<file path="src/rtl/fifo_ctl.sv">
// Bounded one-push/one-pop circular FIFO with valid/ready handshakes, occupancy count,
// almost-full/almost-empty flags, synchronous flush and optional fall-through bypass.
module fifo_ctl #(
    parameter int WIDTH       = 8,
    parameter int DEPTH_LOG2  = 4,
    parameter int AFULL_TH    = 14,
    parameter int AEMPTY_TH   = 1,
    parameter int FALLTHROUGH = 0
) (
    input  logic                  clk,
    input  logic                  rst,
    input  logic                  flush,
    input  logic                  push_valid,
    input  logic [WIDTH-1:0]      push_data,
    output logic                  push_ready,
    output logic                  pop_valid,
    output logic [WIDTH-1:0]      pop_data,
    input  logic                  pop_ready,
    output logic [DEPTH_LOG2:0]   count,
    output logic                  almost_full,
    output logic                  almost_empty
);
    localparam int DEPTH = 1 << DEPTH_LOG2;
    localparam int CW    = DEPTH_LOG2 + 1;
    localparam logic [CW-1:0]         DEPTH_C  = CW'(DEPTH);
    localparam logic [CW-1:0]         AF_TH_C  = CW'(AFULL_TH);
    localparam logic [CW-1:0]         AE_TH_C  = CW'(AEMPTY_TH);
    localparam logic [CW-1:0]         CNT_ONE  = CW'(1);
    localparam logic [DEPTH_LOG2-1:0] PTR_ONE  = DEPTH_LOG2'(1);
    localparam bit                    FT_MODE  = (FALLTHROUGH != 0);

    if (DEPTH_LOG2 < 1) begin : g_bad_depth
        $error("fifo_ctl: DEPTH_LOG2 must be >= 1");
    end
    if (AFULL_TH < 1 || AFULL_TH > DEPTH) begin : g_bad_afull
        $error("fifo_ctl: AFULL_TH must be in 1..DEPTH");
    end
    if (AEMPTY_TH < 0 || AEMPTY_TH >= DEPTH) begin : g_bad_aempty
        $error("fifo_ctl: AEMPTY_TH must be in 0..DEPTH-1");
    end

    logic [WIDTH-1:0]      mem [DEPTH];
    logic [DEPTH_LOG2-1:0] front_reg, front_next;
    logic [DEPTH_LOG2-1:0] back_reg, back_next;
    logic [CW-1:0]         count_reg, count_next;

    logic empty, full, bypass, push_acc, pop_acc, bypass_acc, store, take;

    assign empty      = (count_reg == '0);
    assign full       = (count_reg == DEPTH_C);
    // Bypass only applies while nothing is stored, so ordering is never violated.
    assign bypass     = FT_MODE && empty;

    assign push_ready = !full;
    assign pop_valid  = bypass ? push_valid : !empty;
    assign pop_data   = bypass ? push_data  : mem[front_reg];

    assign push_acc   = push_valid && push_ready;
    assign pop_acc    = pop_valid && pop_ready;
    assign bypass_acc = bypass && push_acc && pop_acc;
    assign store      = push_acc && !bypass_acc;
    assign take       = pop_acc && !bypass_acc;

    always_comb begin
        front_next = front_reg;
        back_next  = back_reg;
        count_next = count_reg;
        if (flush) begin
            front_next = '0;
            back_next  = '0;
            count_next = '0;
        end else begin
            if (store) back_next  = back_reg + PTR_ONE;
            if (take)  front_next = front_reg + PTR_ONE;
            case ({store, take})
                2'b10:   count_next = count_reg + CNT_ONE;
                2'b01:   count_next = count_reg - CNT_ONE;
                default: count_next = count_reg;
            endcase
        end
    end

    always_ff @(posedge clk) begin
        if (rst) begin
            front_reg <= '0;
            back_reg  <= '0;
            count_reg <= '0;
        end else begin
            front_reg <= front_next;
            back_reg  <= back_next;
            count_reg <= count_next;
        end
    end

    // Storage is deliberately left out of reset; only pointers and count define contents.
    always_ff @(posedge clk) begin
        if (!rst && !flush && store) begin
            mem[back_reg] <= push_data;
        end
    end

    assign count        = count_reg;
    assign almost_full  = (count_reg >= AF_TH_C);
    assign almost_empty = (count_reg <= AE_TH_C);
endmodule

</file>
<file path="config.mk">
export PLATFORM = sky130hd
export DESIGN_NAME = fifo_ctl
export DESIGN_NICKNAME = d
export VERILOG_FILES = /design/src/rtl/fifo_ctl.sv
export SDC_FILE = /design/constraint.sdc
export NUM_CORES = 1
export LEC_CHECK = 0
export BUFFER_PORTS_ARGS = -buffer_cell sky130_fd_sc_hd__buf_2
export CORE_MARGIN = 10
export CORE_UTILIZATION = 35
export CTS_CLUSTER_SIZE = 25
export DETAILED_ROUTE_END_ITERATION = 10
export PLACE_DENSITY = 0.52
export SLEW_MARGIN = 20
export SYNTH_ARGS = -nofsm -noshare
export SYNTH_HDL_FRONTEND = slang
export SYNTH_SLANG_ARGS = --single-unit
</file>
<file path="constraint.sdc">
create_clock -name clk -period 6.95 [get_ports clk]
set_input_delay 0 -clock clk [delete_from_list [all_inputs] [get_ports clk]]
set_output_delay 0 -clock clk [all_outputs]
set_load 0.02 [all_outputs]
</file>
== Yosys cells after proc, flatten, opt, wreduce, memory -nomap -nowiden ==
Memory sizes are Yosys's and may differ from the RTL's. A register that Yosys moved wholly into a read port is not among the register bits.
Cells that the tools add are included.
Widths: inputs -> output; s select.

* $add $sub $neg: 4
* Multiply operators: 0
* Div/mod/pow operators: 0
* Order comparisons: 2
* Equal/unequal tests: 3
* Shifts and indexed selects: 0
* Mux-type cells: 5
* Bitwise operators: 0
* Reductions and logical operators: 11

{| class="wikitable"
|+ Operator list
! kind !! number
|-
| $pmux 5 s2 || 1
|-
| $add 4x1->4 const B || 2
|-
| $mux 4 || 2
|-
| $add 5x1->5 const B || 1
|-
| $eq 5x5->1 const B || 1
|-
| $ge 5x4->1 const B || 1
|-
| $le 5x1->1 const B || 1
|-
| $logic_not 5->1 || 1
|-
| $sub 5x1->5 const B || 1
|-
| $logic_and 1x1->1 || 4
|-
| $logic_not 1->1 || 4
|-
| $eq 2x1->1 const B || 1
|-
| $eq 2x2->1 const B || 1
|-
| $mux 1 || 2
|-
| $reduce_bool 2->1 || 1
|-
| $reduce_or 2->1 || 1
|}

* Flip-flop bits (word level): 13
* Bits in latches: 0
* RAM bits: 128
* Bits in read-only memories: 0
* Logic and storage cells: 29
* Memories kept: 1

{| class="wikitable"
|+ Memories
! name !! depth !! bits a word !! rd ports !! clocked after memory_dff !! wr ports !! line !! RTL
|-
| mem || 16 || 8 || 1 || 1 || 1 || 42 || <nowiki>logic [WIDTH-1:0] mem [DEPTH];</nowiki>
|}

== Logic depth before layout (Yosys ltp) ==
* Depth in word-level cells: 6
* Gate-level depth with buffers: 11
* Mapped depth without buffers: 10

== Worst setup path before layout ==
Ideal clock, no wire load.

* Path kind: reg-to-reg
* From: register count_reg[1], in the netlist count[1]
* To: register count_reg[3], in the netlist count[3]
* Setup time: 0.128 ns
* Arrival: 2.482 ns
* Data required time: 6.822 ns
* Slack: 4.340 ns
* Stages on the path, launching flop included: 12
* Clock period less this slack: 2.610 ns
* Cells stage by stage: dfxtp_1 -> inv_1 -> ha_1 -> nand4bb_1 -> and2_1 -> buf_2 -> inv_2 -> ha_1 -> or4b_1 -> a21oi_1 -> xnor2_1 -> nor2_1

* Word-level cells in the longest chain between the ends: 5

{| class="wikitable"
|+ RTL lines
! what !! line !! RTL
|-
| start, declared || 45 || <nowiki>logic [CW-1:0] count_reg, count_next;</nowiki>
|-
| start signal, assigned || 91 || <nowiki>count_reg <= count_next;</nowiki>
|-
| $eq 5x5->1 * || 50 || <nowiki>assign full = (count_reg == DEPTH_C);</nowiki>
|-
| $logic_not 1->1 * || 54 || <nowiki>assign push_ready = !full;</nowiki>
|-
| net push_ready || 15 || <nowiki>output logic push_ready,</nowiki>
|-
| $logic_and 1x1->1 * || 58 || <nowiki>assign push_acc = push_valid && push_ready;</nowiki>
|-
| $eq 2x1->1 or $eq 2x2->1 (tied branches) || 75 || <nowiki>case ({store, take})</nowiki>
|-
| $pmux 5 s2 or $reduce_bool 2->1 (tied branches) || - ||
|}

The timed path passes the listed nets; every way through them passes the cells marked *.
A chain may end at the register's enable or synchronous reset.

== Worst setup path in the final report ==
* From: register count_reg[0], in the netlist count[0]
* To: memory mem[8][1], enable pin

* Word-level cells in the longest chain between the ends: 6

{| class="wikitable"
|+ RTL lines
! what !! line !! RTL
|-
| $eq 5x5->1 || 50 ||
|-
| $logic_not 1->1 || 54 ||
|-
| $logic_and 1x1->1 || 58 ||
|-
| $logic_and 1x1->1 || 97 || <nowiki>if (!rst && !flush && store) begin</nowiki>
|-
| $mux 1 || 97 ||
|-
| $mux 1 (not written as such) || 98 || <nowiki>mem[back_reg] <= push_data;</nowiki>
|-
| end, declared || 42 ||
|}

Every way passes these cells.

==> out/results.ini <==
[finish]
diodes = 0
final_common_cell = edfxtp_1
drive_above_1_share = 0.263
largest_reg_flops = 128
design_area_mm2 = 0.00679
final_cell_mix = edfxtp_1, mux4_2, nor2_1
syn2layout_area_growth_pct = 17.3
layout.nets = 380

[hold_path]
hp-class = input pin to register
hold_end = mem[10][3]
holdCritStartpoint = push_data[3]
hold_path_depth = 1

[yosys]
syn_area_per_cell_um2 = 18.4
ys_seq_elements = 145
synth_cells = 315
synthTopCellsByArea = edfxtp_1, mux4_2, dfxtp_1
yosysWarnings = 0
post_synth_num_cell_types = 37
yosysTopAreaCellShare = 0.664
syn_nets = 339
yosysSeqAreaShare = 0.723
synth_area_mm2 = 0.00579
post-synth-top-area-cell = edfxtp_1

[drt]
drtPass1Iterations = 4
via_per_inst = 4.93
routedWlPerCell_um = 20.7
drtAntennaViolNets = 0
drtIter0Drc = 206
vias = 2882
drc_errors = 0
finalWirelength_um = 12100

[placed_design]
gp_congestion = 0.759
place_hpwl_um = 7770
placed_area_mm2 = 0.00613
port_buffers = 29

[worst_setup_path]
worstPathRequired_ns = 6.99
worstPathMaxFanout = 8
crit_start = count[0]
worst_path_largest_cell_delay_ns = 0.68
worst_setup_path_end_kind = register
path_class = register to register
r2r_cells = 6
r2r-start = count[0]
cp.arrival_ns = 2.59
r2r_slack_ns = 4.41
r2r-end = mem[8][1]
path_cells = inv_1 > ha_1 > nand4bb_1 > and2_1 > nand2_1 > nor2_1
cp_slowest_cell = nor2_1
critPathLaunchType = register

[floorplanning]
die-area_mm2 = 0.0221
core_area_mm2 = 0.0161
io_pins = 30
die_x_um = 149
row_count = 46
start_util = 0.360
die_height_um = 149

[global_route]
grt_pass1_wl_um = 19200
grt_max_degree = 33
grt_overflow = 0
antenna_found_initial = 0
grt_use_total = 0.119
grt_pass1_vias = 3093

[pwr]
p_comb_frac = 0.041
internal_power_mw = 1.57
p_leak_nw = 2.20
pwr-share-clk = 0.472
ir_drop_mv = 0.182
seq_power_share = 0.488
switching_share = 0.197
netSwitchingPower_mw = 0.385
power_density_mw_per_mm2 = 289

[timing]
fin_crit_sh = 0.366
worst_slew_pin_slew_ns = 0.890
timing.final.crit_period_ns = 2.54
slew_headroom = 0.404
slew_viol_final = 0
hold_violations = 0
fin_skew_ns = 0.0105
max_freq_mhz = 393
setup_tns_ns = 0
rsz0062_at_grt = false
setup_viol_count_final = 0

[status]
outcome = finished clean

[clocking]
hold_buffers = 6
cts_resized = 0
clock-root-buffer = clkbuf_16
clock_sinks = 145
cts_setup_buffers = 0
numCtsBuffers = 17
cts_tree = built
clkLatencyLatePin_ns = 0.42
cts.reportedPaths.clkPinSlew_ns = 0.06
cts_buffer_depth = 2
h-tree-depth = 4

[job]
maxCapViolCount = 0

through the flow:
stage | power, mW | utilization | instances | setup WS, ns | hold WS (ns)
floorplan | 1.02 | - | 315 | 4.34 | 0.0989
global placement | 1.05 | 0.381 | 547 | 4.48 | 0.356
finish | 1.96 | 0.423 | 585 | 4.41 | 0.00540
global route | 2.03 | 0.423 | 585 | 4.17 | 0.0141
detailed placement | 1.05 | 0.381 | 547 | 4.39 | 0.367
CTS | 1.98 | 0.423 | 585 | 4.36 | 0.00184
final cells by class:
| type | instances | area, µm² |
|---|---|---|
| inverter | 6 | 22.5 |
| timing repair buffer | 37 | 220 |
| clock buffer | 18 | 429 |
| multi-input combinational | 149 | 1490 |
| sequential | 145 | 4190 |
| fill | 1436 | 9270 |
| clock inverter | 14 | 170 |
| tap | 216 | 270 |
cells in the mapped netlist, drive strengths merged:
cell       n
nand3b     1
mux4      32
a22oi     16
nand4b     2
nor2      30
xnor2      3
nand4bb    2
inv        6
o211ai     1
or3        2
and3       2
o21ai      1
nand2     16
mux2i      1
and2       2
nand2b     1
dfxtp     17
nor4       1
nand3      6
xor2       7
nor2b      2
a211oi     1
or4b       2
ha        11
buf       11
a21oi      6
clkbuf     4
or2        1
edfxtp   128
routing by layer:
| metal | GRT usage | routed length, µm | up-vias |
|---|---|---|---|
| met4 | 0.0476 | 195 | 0 |
| li1 | - | - | 1324 |
| met5 | 0 | 0 | - |
| met1 | 0.168 | 6010 | 1491 |
| met2 | 0.164 | 5420 | 52 |
| met3 | 0.0373 | 466 | 15 |
cells by family (layout without fill, tap and decap cells):
logic type,Yosys count,after routing,share of synthesized area
multiplexers,33,33,0.126
buffers and inverters,21,75,0.0199
AO/OA/AOI/OAI,25,25,0.0301
flip-flops,145,145,0.723
adder cells (fa/ha/maj),11,11,0.0238
XOR/XNOR,10,10,0.0164
AND/OR/NAND/NOR,70,70,0.0605
how the worst max path moves through the flow:
stage | endpoint | slack [ns] | cells past startpoint
floorplan | count[3] | 4.34 | 11
global placement | mem[6][0] | 4.48 | 6
detailed placement | mem[6][1] | 4.39 | 6
CTS | mem[6][5] | 4.36 | 6
global route | mem[9][5] | 4.17 | 6
finish | mem[8][1] | 4.41 | 6
power groups by stage:
stage | Combinational, mW | Clock (mW) | Sequential, mW
final | 0.0797 | 0.923 | 0.955
after global routing | 0.0889 | 0.983 | 0.955
after CTS | 0.0816 | 0.940 | 0.955
after detailed placement | 0.0787 | 0 | 0.973
after global placement | 0.0785 | 0 | 0.973
after floorplan | 0.0493 | 0 | 0.974
worst max-delay path, delay by kind of cell, from the launching register on:
kind	cells	cell delay [ns]
simple gates	4	1.33
fa+ha+maj	1	0.23
buf+inv	1	0.14
flops	1	0.46
Power figures use the tool's default switching activity.
